$ cat src/rtl/sdcard_block_loader.sv
// sdcard_block_loader: copies a run of raw SD blocks into a word-wide
// RAM from word 0, draining block tails and re-reading failed blocks.
module sdcard_block_loader #(
  parameter int WORD_BYTES = 2,
  parameter int ADDR_W     = 25,
  parameter bit SDHC       = 1'b1,
  parameter int MAX_RETRY  = 3
) (
  input  logic                    clk50,
  input  logic                    reset,
  input  logic                    start,
  input  logic [31:0]             base_block,
  input  logic [ADDR_W-1:0]       word_count,
  output logic                    ram_we,
  output logic [ADDR_W-1:0]       ram_address,
  output logic [8*WORD_BYTES-1:0] ram_data,
  input  logic                    ram_op_begun,
  output logic                    busy,
  output logic                    done,
  output logic                    error,
  output logic [15:0]             error_code,
  output logic                    sd_rd,
  output logic                    sd_continue,
  output logic [31:0]             sd_addr,
  input  logic [7:0]              sd_data,
  input  logic                    sd_busy,
  input  logic                    sd_hndshk_in,
  output logic                    sd_hndshk_out,
  input  logic [15:0]             sd_error
);

  localparam int LANE_W = (WORD_BYTES > 1) ? $clog2(WORD_BYTES) : 1;
  localparam int WPB_LOG = $clog2(512 / WORD_BYTES);
  localparam logic [LANE_W-1:0] LAST_LANE = LANE_W'(WORD_BYTES - 1);

  typedef enum logic [3:0] {
    INIT_WAIT,
    IDLE,
    READBLOCK,
    BYTE_WAIT,
    BYTE_ACK,
    WRITE,
    DRAIN,
    DONE,
    ERROR
  } state_t;

  state_t                  state_q, state_d;
  logic [31:0]             base_q, base_d;
  logic [ADDR_W-1:0]       count_q, count_d;
  logic [ADDR_W-1:0]       addr_q, addr_d;
  logic [ADDR_W-1:0]       addr_inc;
  logic [31:0]             blk_q, blk_d;
  logic [LANE_W-1:0]       lane_q, lane_d;
  logic [7:0]              retry_q, retry_d;
  logic [9:0]              bcnt_q, bcnt_d;
  logic [8*WORD_BYTES-1:0] data_q, data_d;
  logic [15:0]             err_q, err_d;
  logic                    dack_q, dack_d;
  logic [31:0]             blk_sum;

  assign blk_sum  = base_q + blk_q;
  assign addr_inc = addr_q + 1'b1;

  assign sd_addr     = SDHC ? blk_sum : {blk_sum[22:0], 9'd0};
  assign ram_address = addr_q;
  assign ram_data    = data_q;
  assign error_code  = err_q;
  assign done        = (state_q == DONE);
  assign error       = (state_q == ERROR);
  assign busy        = (state_q == READBLOCK) || (state_q == BYTE_WAIT) ||
                       (state_q == BYTE_ACK) || (state_q == WRITE) ||
                       (state_q == DRAIN);

  // state and datapath registers
  always_ff @(posedge clk50) begin
    if (reset) begin
      state_q <= INIT_WAIT;
      base_q  <= '0;
      count_q <= '0;
      addr_q  <= '0;
      blk_q   <= '0;
      lane_q  <= '0;
      retry_q <= '0;
      bcnt_q  <= '0;
      data_q  <= '0;
      err_q   <= '0;
      dack_q  <= 1'b0;
    end else begin
      state_q <= state_d;
      base_q  <= base_d;
      count_q <= count_d;
      addr_q  <= addr_d;
      blk_q   <= blk_d;
      lane_q  <= lane_d;
      retry_q <= retry_d;
      bcnt_q  <= bcnt_d;
      data_q  <= data_d;
      err_q   <= err_d;
      dack_q  <= dack_d;
    end
  end

  // next-state, counter updates and strobes decoded from state
  always_comb begin
    state_d       = state_q;
    base_d        = base_q;
    count_d       = count_q;
    addr_d        = addr_q;
    blk_d         = blk_q;
    lane_d        = lane_q;
    retry_d       = retry_q;
    bcnt_d        = bcnt_q;
    data_d        = data_q;
    err_d         = err_q;
    dack_d        = 1'b0;
    sd_rd         = 1'b0;
    sd_continue   = 1'b0;
    sd_hndshk_out = 1'b0;
    ram_we        = 1'b0;
    unique case (state_q)
      INIT_WAIT: begin
        if (!sd_busy) begin
          if (sd_error == 16'h0000) begin
            state_d = IDLE;
          end else begin
            err_d   = sd_error;
            state_d = ERROR;
          end
        end
      end
      IDLE, DONE: begin
        if (start) begin
          base_d  = base_block;
          count_d = word_count;
          addr_d  = '0;
          blk_d   = '0;
          lane_d  = '0;
          retry_d = '0;
          bcnt_d  = '0;
          state_d = (word_count == '0) ? DONE : READBLOCK;
        end
      end
      READBLOCK: begin
        sd_rd       = 1'b1;
        sd_continue = (blk_q != 32'd0);
        if (sd_busy) state_d = BYTE_WAIT;
      end
      BYTE_WAIT: begin
        if (sd_hndshk_in) begin
          data_d[{lane_q, 3'b000} +: 8] = sd_data;
          bcnt_d  = bcnt_q + 10'd1;
          state_d = BYTE_ACK;
        end else if (!sd_busy) begin
          if (sd_error != 16'h0000) begin
            if (int'(retry_q) < MAX_RETRY) begin
              retry_d = retry_q + 8'd1;
              addr_d  = ADDR_W'(blk_q << WPB_LOG);
              lane_d  = '0;
              bcnt_d  = '0;
              state_d = READBLOCK;
            end else begin
              err_d   = sd_error;
              state_d = ERROR;
            end
          end else if (bcnt_q == 10'd512) begin
            blk_d   = blk_q + 32'd1;
            bcnt_d  = '0;
            retry_d = '0;
            state_d = READBLOCK;
          end
        end
      end
      BYTE_ACK: begin
        sd_hndshk_out = 1'b1;
        if (!sd_hndshk_in) begin
          if (lane_q == LAST_LANE) begin
            state_d = WRITE;
          end else begin
            lane_d  = lane_q + 1'b1;
            state_d = BYTE_WAIT;
          end
        end
      end
      WRITE: begin
        ram_we = 1'b1;
        if (ram_op_begun) begin
          addr_d  = addr_inc;
          lane_d  = '0;
          state_d = (addr_inc == count_q) ? DRAIN : BYTE_WAIT;
        end
      end
      DRAIN: begin
        sd_hndshk_out = dack_q;
        dack_d        = sd_hndshk_in;
        if (!sd_busy) state_d = DONE;
      end
      ERROR: begin
        state_d = ERROR;
      end
      default: begin
        state_d = INIT_WAIT;
      end
    endcase
  end

endmodule

$ cat config.mk
export PLATFORM = sky130hd
export DESIGN_NAME = sdcard_block_loader
export DESIGN_NICKNAME = d
export VERILOG_FILES = /design/src/rtl/sdcard_block_loader.sv
export SDC_FILE = /design/constraint.sdc
export NUM_CORES = 1
export LEC_CHECK = 0
export BUFFER_PORTS_ARGS = -buffer_cell sky130_fd_sc_hd__buf_2
export CAP_MARGIN = 20
export CORE_ASPECT_RATIO = 0.75
export CORE_MARGIN = 3
export CORE_UTILIZATION = 25
export DETAILED_ROUTE_END_ITERATION = 6
export PLACE_DENSITY = 0.4
export SKIP_CTS_REPAIR_TIMING = 1
export SYNTH_ARGS = -nofsm -noshare
export SYNTH_HDL_FRONTEND = slang
export SYNTH_SLANG_ARGS = --single-unit
export TNS_END_PERCENT = 1
$ cat constraint.sdc
create_clock -name clk50 -period 5.7 [get_ports clk50]
set_input_delay 0 -clock clk50 [delete_from_list [all_inputs] [get_ports clk50]]
set_output_delay 0 -clock clk50 [all_outputs]
set_load 0.01 [all_outputs]
==> results of run 1 <==
-- through the flow --
| step | instances | area [um2] | setup WS [ps] |
|---|---|---|---|
| 2_1_floorplan | 1213 | 9450 | 2590 |
| 3_3_place_gp | 1850 | 10900 | 1860 |
| 3_5_place_dp | 1850 | 10900 | 1710 |
| 4_1_cts | 1882 | 11500 | 1600 |
| 5_1_grt | 1963 | 12300 | 1230 |
| 6_report | 1963 | 12300 | 1710 |
-- metal layers --
layer / track usage / share of wire / vias up
li1: - / - / 4753
met1: 0.244 / 0.55 / 4347
met2: 0.220 / 0.41 / 146
met3: 0.0323 / 0.035 / 20
met4: 0.0374 / 0.012 / 0
met5: 0 / 0 / -
-- flip-flops by register name, indices dropped and copies added, names as in the netlist --
| name | cells |
|---|---|
| ram_data | 16 |
| lane_q | 1 |
| base_q | 32 |
| ram_address | 25 |
| count_q | 25 |
| bcnt_q | 10 |
| state_q | 4 |
| error_code | 16 |
| blk_q | 32 |
| retry_q | 8 |
| dack_q | 1 |
-- cell usage in the layout (no fill, tap or decap), types with 8 or more instances in the layout --
cell type	synthesis	layout
and4_1	10	10
nand2_1	186	186
nor2_1	154	154
xnor2_1	46	46
buf_4	0	13
ha_1	37	37
o21ai_0	41	41
dlygate4sd3_1	0	81
nor3b_1	8	8
a22oi_1	9	9
mux2i_1	38	38
nand3_1	26	25
and3_1	17	16
nand4_1	23	23
buf_2	2	181
xor2_1	51	51
dfxtp_1	170	170
a21o_1	13	13
clkbuf_16	0	17
or3_1	10	10
nor3_1	27	26
nand2b_1	15	15
o211ai_1	8	8
nor4_1	25	25
inv_1	21	21
a21oi_1	124	124
a211oi_1	11	11
-- cell families after synthesis --
family                   after synthesis
AO/OA/AOI/OAI                        260
XOR/XNOR                              97
adder cells (fa/ha/maj)               38
buffers and inverters                 83
flip-flops                           170
multiplexers                          38
AND/OR/NAND/NOR                      527
-- area by class of cell --
| cell class | count | area (um2) |
|---|---|---|
| Inverter | 22 | 82.6 |
| Clock inverter | 14 | 205 |
| Sequential cell | 170 | 3400 |
| Tap cell | 504 | 631 |
| Fill cell | 3997 | 24900 |
| Multi-Input combinational cell | 960 | 5740 |
| Clock buffer | 18 | 439 |
| Timing Repair Buffer | 275 | 1810 |
-- worst max-delay path, stage by stage (launching register included) --
cell,delay (ps)
dfxtp_1,470
ha_1,250
inv_1,60
fa_1,400
nor2b_1,160
o211ai_1,100
a21boi_0,340
o22ai_1,300
o211ai_1,380
o31a_1,260
a21oi_1,120
o31ai_1,280
xor2_1,220
buf_2,170
-- worst max-delay path by stage --
stage                                   endpoint  slack (ps)  depth (start not counted)
after floorplan           blk_q[26]$_SDFFE_PP0P_        2590                         13
after global placement    blk_q[26]$_SDFFE_PP0P_        1860                          9
after detailed placement  blk_q[28]$_SDFFE_PP0P_        1710                          9
after CTS                            sd_addr[31]        1600                         12
after global routing                 sd_addr[31]        1230                         12
final                                sd_addr[30]        1710                         13
-- where the power goes --
part / switching [mW] / leakage [nW] / internal, mW
combinational: 0.369 / 3.54 / 0.278
sequential: 0.0873 / 1.37 / 1.25
clock: 0.553 / 0.320 / 0.758
==> results.json, run 1 <==
{
  "hold_slack_ps": 47.0,
  "synth-main-ff-cell": "dfxtp_1",
  "start_kind": "flip-flop",
  "period_needed_ps": 3990,
  "grt_pass1_wl_um": 49600,
  "yosysTopAreaCellShare": 0.360,
  "synth-edff-count": 0,
  "hold_depth": 3,
  "ant_nets": 0,
  "yosysTopAreaCell": "dfxtp_1",
  "synthesis.nets": 1338,
  "clkTransAtPathRegs_ps": 70,
  "num-nets-final": 1571,
  "r2r_start": "state_q[1]$_SDFFE_PP0P_",
  "drt_iter0_drc": 596,
  "clk_latency_ps": 450,
  "finalHoldViolCount": 0,
  "clock-sinks": 170,
  "grt_max_degree": 84,
  "initial_core_util": 0.254,
  "grt_pass1_vias": 8379,
  "hold_end": "dack_q$_SDFF_PP0_",
  "drt-vias-per-instance": 4.72,
  "grt-ovfl-total": 0,
  "powerDensity_mw_per_mm2": 268,
  "yosysMostFrequentCell": "nand2_1",
  "power.leakage_nw": 5.23,
  "finClkSkew_ps": 9.40,
  "r2r-end": "blk_q[28]$_SDFFE_PP0P_",
  "critPathLaunch": "blk_q[0]$_SDFFE_PP0P_",
  "antenna_found_initial": 0,
  "die_w_um": 231,
  "io_pins": 183,
  "fp.dieArea_mm2": 0.0402,
  "synthCells": 1213,
  "cp_data_required_time_ps": 5700,
  "power_mw": 3.30,
  "synth.distinct_cells": 60,
  "irDropWorstVdd_v": 0.000189,
  "synthAdderAreaFrac": 0.0511,
  "wl_per_cell_um": 16.7,
  "min_path_type": "primary input to flip-flop",
  "synth_top_family_by_area": "simple AND/OR/NAND/NOR gates",
  "tns_ps": 0,
  "routed_wl_um": 32800,
  "num_rows": 61,
  "critPathKind": "flip-flop to primary output",
  "cts_buffers": 17,
  "vias": 9266,
  "synth.mux.area_fraction": 0.0402,
  "post-route-util": 0.331,
  "endpoint_kind": "primary output",
  "synthToLayoutAreaGrowth_pct": 30.3,
  "run_status": "completed",
  "dp_hpwl_um": 24000,
  "post_route_cells_drive_above_1_share": 0.160,
  "yosysSeqAreaShare": 0.360,
  "synthTopCellsByArea": "dfxtp_1 36%, nand2_1 7.4%, a21oi_1 6.6%, nor2_1 6.1%, ha_1 4.9%",
  "portBuffers": 182,
  "cap_violations": 0,
  "min_from": "sd_hndshk_in",
  "reg2reg_depth": 9,
  "num_antenna_cells": 0,
  "fmax_ghz": 0.251,
  "drcViolationCount": 0,
  "die_y_um": 174,
  "htreeDepth": 4,
  "first_pass_iters": 6,
  "async_reset_ff_frac": 0,
  "track_usage": 0.158,
  "tightest_slew_ps": 989,
  "yosys_warnings": 0,
  "cp_max_fo": 6,
  "gp_congestion": 0.791,
  "slew_headroom": 0.341,
  "setup_viol": 0,
  "reg2reg_slack_ps": 1750,
  "synth_xor_area_frac": 0.0899,
  "cts_tree": "done",
  "post-route-period-util": 0.699,
  "ys_seq_elements": 170,
  "core_mm2": 0.0372,
  "yosys.area_share.simple": 0.258,
  "arrival_ps": 3990,
  "ctsRootBufferMaster": "clkbuf_16",
  "cts_buffer_depth": 2,
  "synth.avg_cell_area_um2": 7.79,
  "rsz0062_at_grt": "false",
  "synth-compound-area-share": 0.167,
  "report.final.slew_viol_count": 0,
  "syn_area_mm2": 0.00945,
  "synth_common_cells": "186 x nand2_1, 170 x dfxtp_1, 154 x nor2_1"
}
Note: power is estimated with default switching activity, not from simulation.
==> run 2: changes to the inputs <==
==> constraint.sdc (replaced) <==
create_clock -name clk50 -period 3.79 [get_ports clk50]
set_input_delay 0 -clock clk50 [delete_from_list [all_inputs] [get_ports clk50]]
set_output_delay 0 -clock clk50 [all_outputs]
set_load 0.01 [all_outputs]
==> results.json, run 2 (synthesized netlist as in run 1, its figures left out) <==
{
  "grt_max_degree": 63,
  "first_pass_iters": 5,
  "grt_use_met1": 0.252,
  "pre_cts_slack_ps": 341,
  "track_usage": 0.164,
  "num_antenna_cells": 0,
  "die_y_um": 174,
  "critPathLaunch": "blk_q[5]$_SDFFE_PP0P_",
  "cp_max_fo": 5,
  "htreeDepth": 4,
  "tightest_slew_ps": 896,
  "hold_depth": 2,
  "finClkSkew_ps": 8.54,
  "reg2reg_slack_ps": 460,
  "drcViolationCount": 0,
  "tns_ps": 0,
  "setup_viol": 0,
  "finalHoldViolCount": 0,
  "final_common_cell": "nand2_1",
  "critPathKind": "flip-flop to primary output",
  "ctsRootBufferMaster": "clkbuf_16",
  "cts_buffer_depth": 2,
  "antenna_found_initial": 0,
  "crit_family": "compound AO/OA/AOI/OAI gates",
  "clkTransAtPathRegs_ps": 80,
  "clock-sinks": 170,
  "grt_pass1_wl_um": 51300,
  "num-nets-final": 1600,
  "r2r_start": "ram_address[0]$_SDFFE_PP0P_",
  "gp_congestion": 0.805,
  "min_path_type": "primary input to flip-flop",
  "critPathMaxStageDelay_ps": 520,
  "grt_util_met2": 0.228,
  "reg2reg_depth": 11,
  "fin_ws_ps": 230,
  "cap_violations": 0,
  "start_kind": "flip-flop",
  "arrival_ps": 3560,
  "cts_buffers": 17,
  "fmax_ghz": 0.281,
  "endpoint_kind": "primary output",
  "run_status": "completed",
  "switching_share": 0.315,
  "grt-ovfl-total": 0,
  "power_mw": 4.99,
  "post-route-util": 0.338,
  "clk_latency_ps": 450,
  "min_from": "reset",
  "synthToLayoutAreaGrowth_pct": 32.8,
  "dp_cells": 1877,
  "post-route-period-util": 0.939,
  "crit_path_frequent_cell": "o21ai_0",
  "grt_pass1_vias": 8656,
  "path_cells": "ha_1, o21ai_0, nand2b_1, a311oi_1, buf_4, a211oi_1, a2111o_1, a211oi_4, o21ai_0, a21oi_1, xnor2_1, buf_2",
  "pwr-share-clk": 0.387,
  "r2r-end": "state_q[0]$_SDFFE_PP0P_",
  "initial_core_util": 0.254,
  "power.share.sequential": 0.393,
  "core_mm2": 0.0372,
  "die_w_um": 231,
  "power.leakage_nw": 5.39,
  "drt-vias-per-instance": 4.72,
  "io_pins": 183,
  "path_depth": 12,
  "biggestRegsByFlops": "base_q: 32 flops, blk_q: 32 flops",
  "dp_hpwl_um": 24800,
  "comb_power_share": 0.220,
  "grtUsageMet3": 0.0382,
  "vias": 9407,
  "report.final.slew_viol_count": 0,
  "routed_wl_um": 33900,
  "ant_nets": 0,
  "post_route_cells_drive_above_1_share": 0.183,
  "slew_headroom": 0.399,
  "p_int_mw": 3.42,
  "powerDensity_mw_per_mm2": 398,
  "cp_slowest_cell": "a2111o_1",
  "top_usage_layer": "met1",
  "p_sw_mw": 1.57,
  "portBuffers": 182,
  "fp.dieArea_mm2": 0.0402,
  "final_cells": 1992,
  "worst-path-buf-inv": 2,
  "layout_common_cells": "186 x nand2_1, 181 x buf_2, 165 x dfxtp_1, 154 x nor2_1, 123 x a21oi_1",
  "worstSetupEndpoint": "sd_addr[31]",
  "wl_per_cell_um": 17.0,
  "period_needed_ps": 3560,
  "cp_data_required_time_ps": 3790,
  "cts_tree": "done",
  "drt_iter0_drc": 543,
  "num_rows": 61,
  "irDropWorstVdd_v": 0.000286
}
-- run 2: power by group through the flow --
stage,Sequential (mW),Combinational [mW],Clock [mW]
floorplan,2.00,0.644,0
global placement,2.00,1.04,0
detailed placement,2.00,1.03,0
CTS,1.96,1.03,2.00
global route,1.98,1.21,2.06
finish,1.96,1.10,1.93
-- run 2: how the worst min path moves through the flow --
stage	end	slack, ps
after global placement	base_q[15]$_SDFFE_PP0P_	240
after global routing	error_code[13]$_SDFFE_PP0P_	50
final	error_code[13]$_SDFFE_PP0P_	50
after CTS	base_q[28]$_SDFFE_PP0P_	-250
after floorplan	base_q[0]$_SDFFE_PP0P_	140
after detailed placement	base_q[14]$_SDFFE_PP0P_	250
-- run 2: metrics by stage --
step / area [um2] / hold slack [ps]
6_report: 12500 / 53.2
3_5_place_dp: 11100 / 249
5_1_grt: 12500 / 50.4
2_1_floorplan: 9450 / 136
4_1_cts: 11700 / -248
3_3_place_gp: 11100 / 242
-- run 2: cell type report --
class                   instances  area, um2
well taps                     504        631
clock inverters                15        201
multi-input cells             960       5770
clock buffers                  17        425
fillers                      3931      24600
flip-flops and latches        170       3410
inverters                      22       82.6
repair buffers                304       2030
-- run 2: per-layer routing --
layer  routed length [um]  vias to the layer above
met2                14100                      197
met4                  308                        0
met5                    0                        -
met3                 1560                       19
met1                18000                     4401
li1                     -                     4790
==> run 3: changes to the inputs <==
--- a/config.mk
+++ b/config.mk
@@ -9,9 +9,9 @@
 export CAP_MARGIN = 20
 export CORE_ASPECT_RATIO = 0.75
 export CORE_MARGIN = 3
-export CORE_UTILIZATION = 25
+export CORE_UTILIZATION = 50
 export DETAILED_ROUTE_END_ITERATION = 6
-export PLACE_DENSITY = 0.4
+export PLACE_DENSITY = 0.71
 export SKIP_CTS_REPAIR_TIMING = 1
 export SYNTH_ARGS = -nofsm -noshare
 export SYNTH_HDL_FRONTEND = slang
==> constraint.sdc (replaced) <==
create_clock -name clk50 -period 3.8 [get_ports clk50]
set_input_delay 0 -clock clk50 [delete_from_list [all_inputs] [get_ports clk50]]
set_output_delay 0 -clock clk50 [all_outputs]
set_load 0.01 [all_outputs]
==> results.json, run 3 (synthesized netlist as in run 1, its figures left out) <==
{
  "report.final.slew_viol_count": 0,
  "fin_area_mm2": 0.0121,
  "cts_buffer_depth": 2,
  "critPathKind": "flip-flop to primary output",
  "vias": 9664,
  "drcViolationCount": 0,
  "antenna_found_initial": 0,
  "reg2reg_depth": 9,
  "run_status": "completed",
  "post_route_cells_drive_above_1_share": 0.172,
  "fin_ws_ps": 176,
  "drt-vias-per-instance": 5.63,
  "grt_pass1_vias": 8486,
  "period_needed_ps": 3620,
  "fp.dieArea_mm2": 0.0206,
  "min_path_type": "primary input to flip-flop",
  "arrival_ps": 3620,
  "cts_tree": "done",
  "cp_max_fo": 6,
  "biggestRegsByFlops": "base_q: 32 flops, blk_q: 32 flops",
  "final_common_cell": "nand2_1",
  "num-nets-final": 1585,
  "ant_nets": 0,
  "power.leakage_nw": 5.31,
  "powerDensity_mw_per_mm2": 406,
  "cap_violations": 0,
  "r2r-end": "state_q[0]$_SDFFE_PP0P_",
  "hold_end": "dack_q$_SDFF_PP0_",
  "setup_viol": 0,
  "finClkSkew_ps": 13.4,
  "place_area_mm2": 0.0106,
  "r2r_start": "ram_address[5]$_SDFFE_PP0P_",
  "irDropWorstVdd_v": 0.000311,
  "crit_family": "compound AO/OA/AOI/OAI gates",
  "dp_hpwl_um": 20300,
  "clkTransAtPathRegs_ps": 70,
  "fmax_ghz": 0.276,
  "initial_core_util": 0.523,
  "rsz0062_at_grt": "true",
  "die_w_um": 165,
  "cp_slowest_cell": "dfxtp_1",
  "num_rows": 42,
  "tns_ps": 0,
  "grt_pass1_wl_um": 44400,
  "synthToLayoutAreaGrowth_pct": 28.1,
  "htreeDepth": 4,
  "path_depth": 13,
  "num_antenna_cells": 0,
  "routed_wl_um": 29200,
  "hold_slack_ps": 44.8,
  "drt_iter0_drc": 938,
  "worst-path-buf-inv": 2,
  "grt_max_degree": 84,
  "power_mw": 4.92,
  "crit_path_frequent_cell": "o211ai_1",
  "grt-ovfl-total": 0,
  "finalHoldViolCount": 0,
  "wl_per_cell_um": 17.0,
  "portBuffers": 182,
  "first_pass_iters": 7,
  "min_from": "sd_hndshk_in",
  "pre_cts_slack_ps": 391,
  "layout_common_cells": "186 x nand2_1, 181 x buf_2, 167 x dfxtp_1, 154 x nor2_1, 123 x a21oi_1",
  "clk_latency_ps": 440,
  "tightest_slew_ps": 940,
  "hold_depth": 3,
  "core_mm2": 0.0181,
  "die_y_um": 125,
  "clock-sinks": 170,
  "gp_congestion": 0.944,
  "path_cells": "ha_1, inv_1, fa_1, nor2b_1, o211ai_1, a21boi_1, o22ai_2, o211ai_1, o31a_1, a21oi_1, o31ai_1, xor2_1, buf_2",
  "reg2reg_slack_ps": 450,
  "cts_buffers": 17,
  "endpoint_kind": "primary output",
  "slew_headroom": 0.357,
  "start_kind": "flip-flop",
  "io_pins": 183,
  "cp_data_required_time_ps": 3800,
  "track_usage": 0.264,
  "critPathMaxStageDelay_ps": 440,
  "post-route-period-util": 0.954,
  "ctsRootBufferMaster": "clkbuf_16"
}
run 3: report_power, final:
part | leakage [nW] | switching [mW] | internal, mW | total (mW)
registers | 1.37 | 0.0819 | 1.88 | 1.96
logic | 3.63 | 0.611 | 0.446 | 1.06
clock network | 0.307 | 0.785 | 1.12 | 1.90
run 3: per-layer routing:
layer | GRT usage | vias up | part of all wire
met2 | 0.381 | 333 | 0.44
li1 | - | 4770 | -
met3 | 0.0589 | 29 | 0.075
met1 | 0.402 | 4532 | 0.48
met5 | 0 | - | 0
met4 | 0.0552 | 0 | 0.011
run 3: worst max path at each step:
stage,slack (ps),end,from
detailed placement,390,sd_addr[31],blk_q[1]$_SDFFE_PP0P_
CTS,-110,sd_addr[31],blk_q[1]$_SDFFE_PP0P_
global route,-30,sd_addr[30],blk_q[0]$_SDFFE_PP0P_
global placement,540,sd_addr[31],blk_q[1]$_SDFFE_PP0P_
finish,180,sd_addr[30],blk_q[0]$_SDFFE_PP0P_
floorplan,690,blk_q[26]$_SDFFE_PP0P_,state_q[2]$_SDFFE_PP0P_
run 3: cell type report:
| type | count | area, um2 |
|---|---|---|
| clock buffer | 18 | 429 |
| timing repair buffer | 289 | 1920 |
| inverter | 22 | 82.6 |
| tap | 242 | 303 |
| multi-input combinational | 960 | 5760 |
| sequential | 170 | 3410 |
| fill | 1545 | 5970 |
| clock inverter | 14 | 206 |
run 3: stage by stage:
step,instances,util
3_5_place_dp,1601,0.588
5_1_grt,1715,0.670
4_1_cts,1633,0.623
3_3_place_gp,1601,0.588
6_report,1715,0.670
2_1_floorplan,1213,-
run 3: worst reg2reg max path, delay by kind of cell, from the launching register on:
kind	cells	cell delay [ps]
flip-flops	1	470
AO/OA/AOI/OAI	3	450
AND/OR/NAND/NOR	6	2320
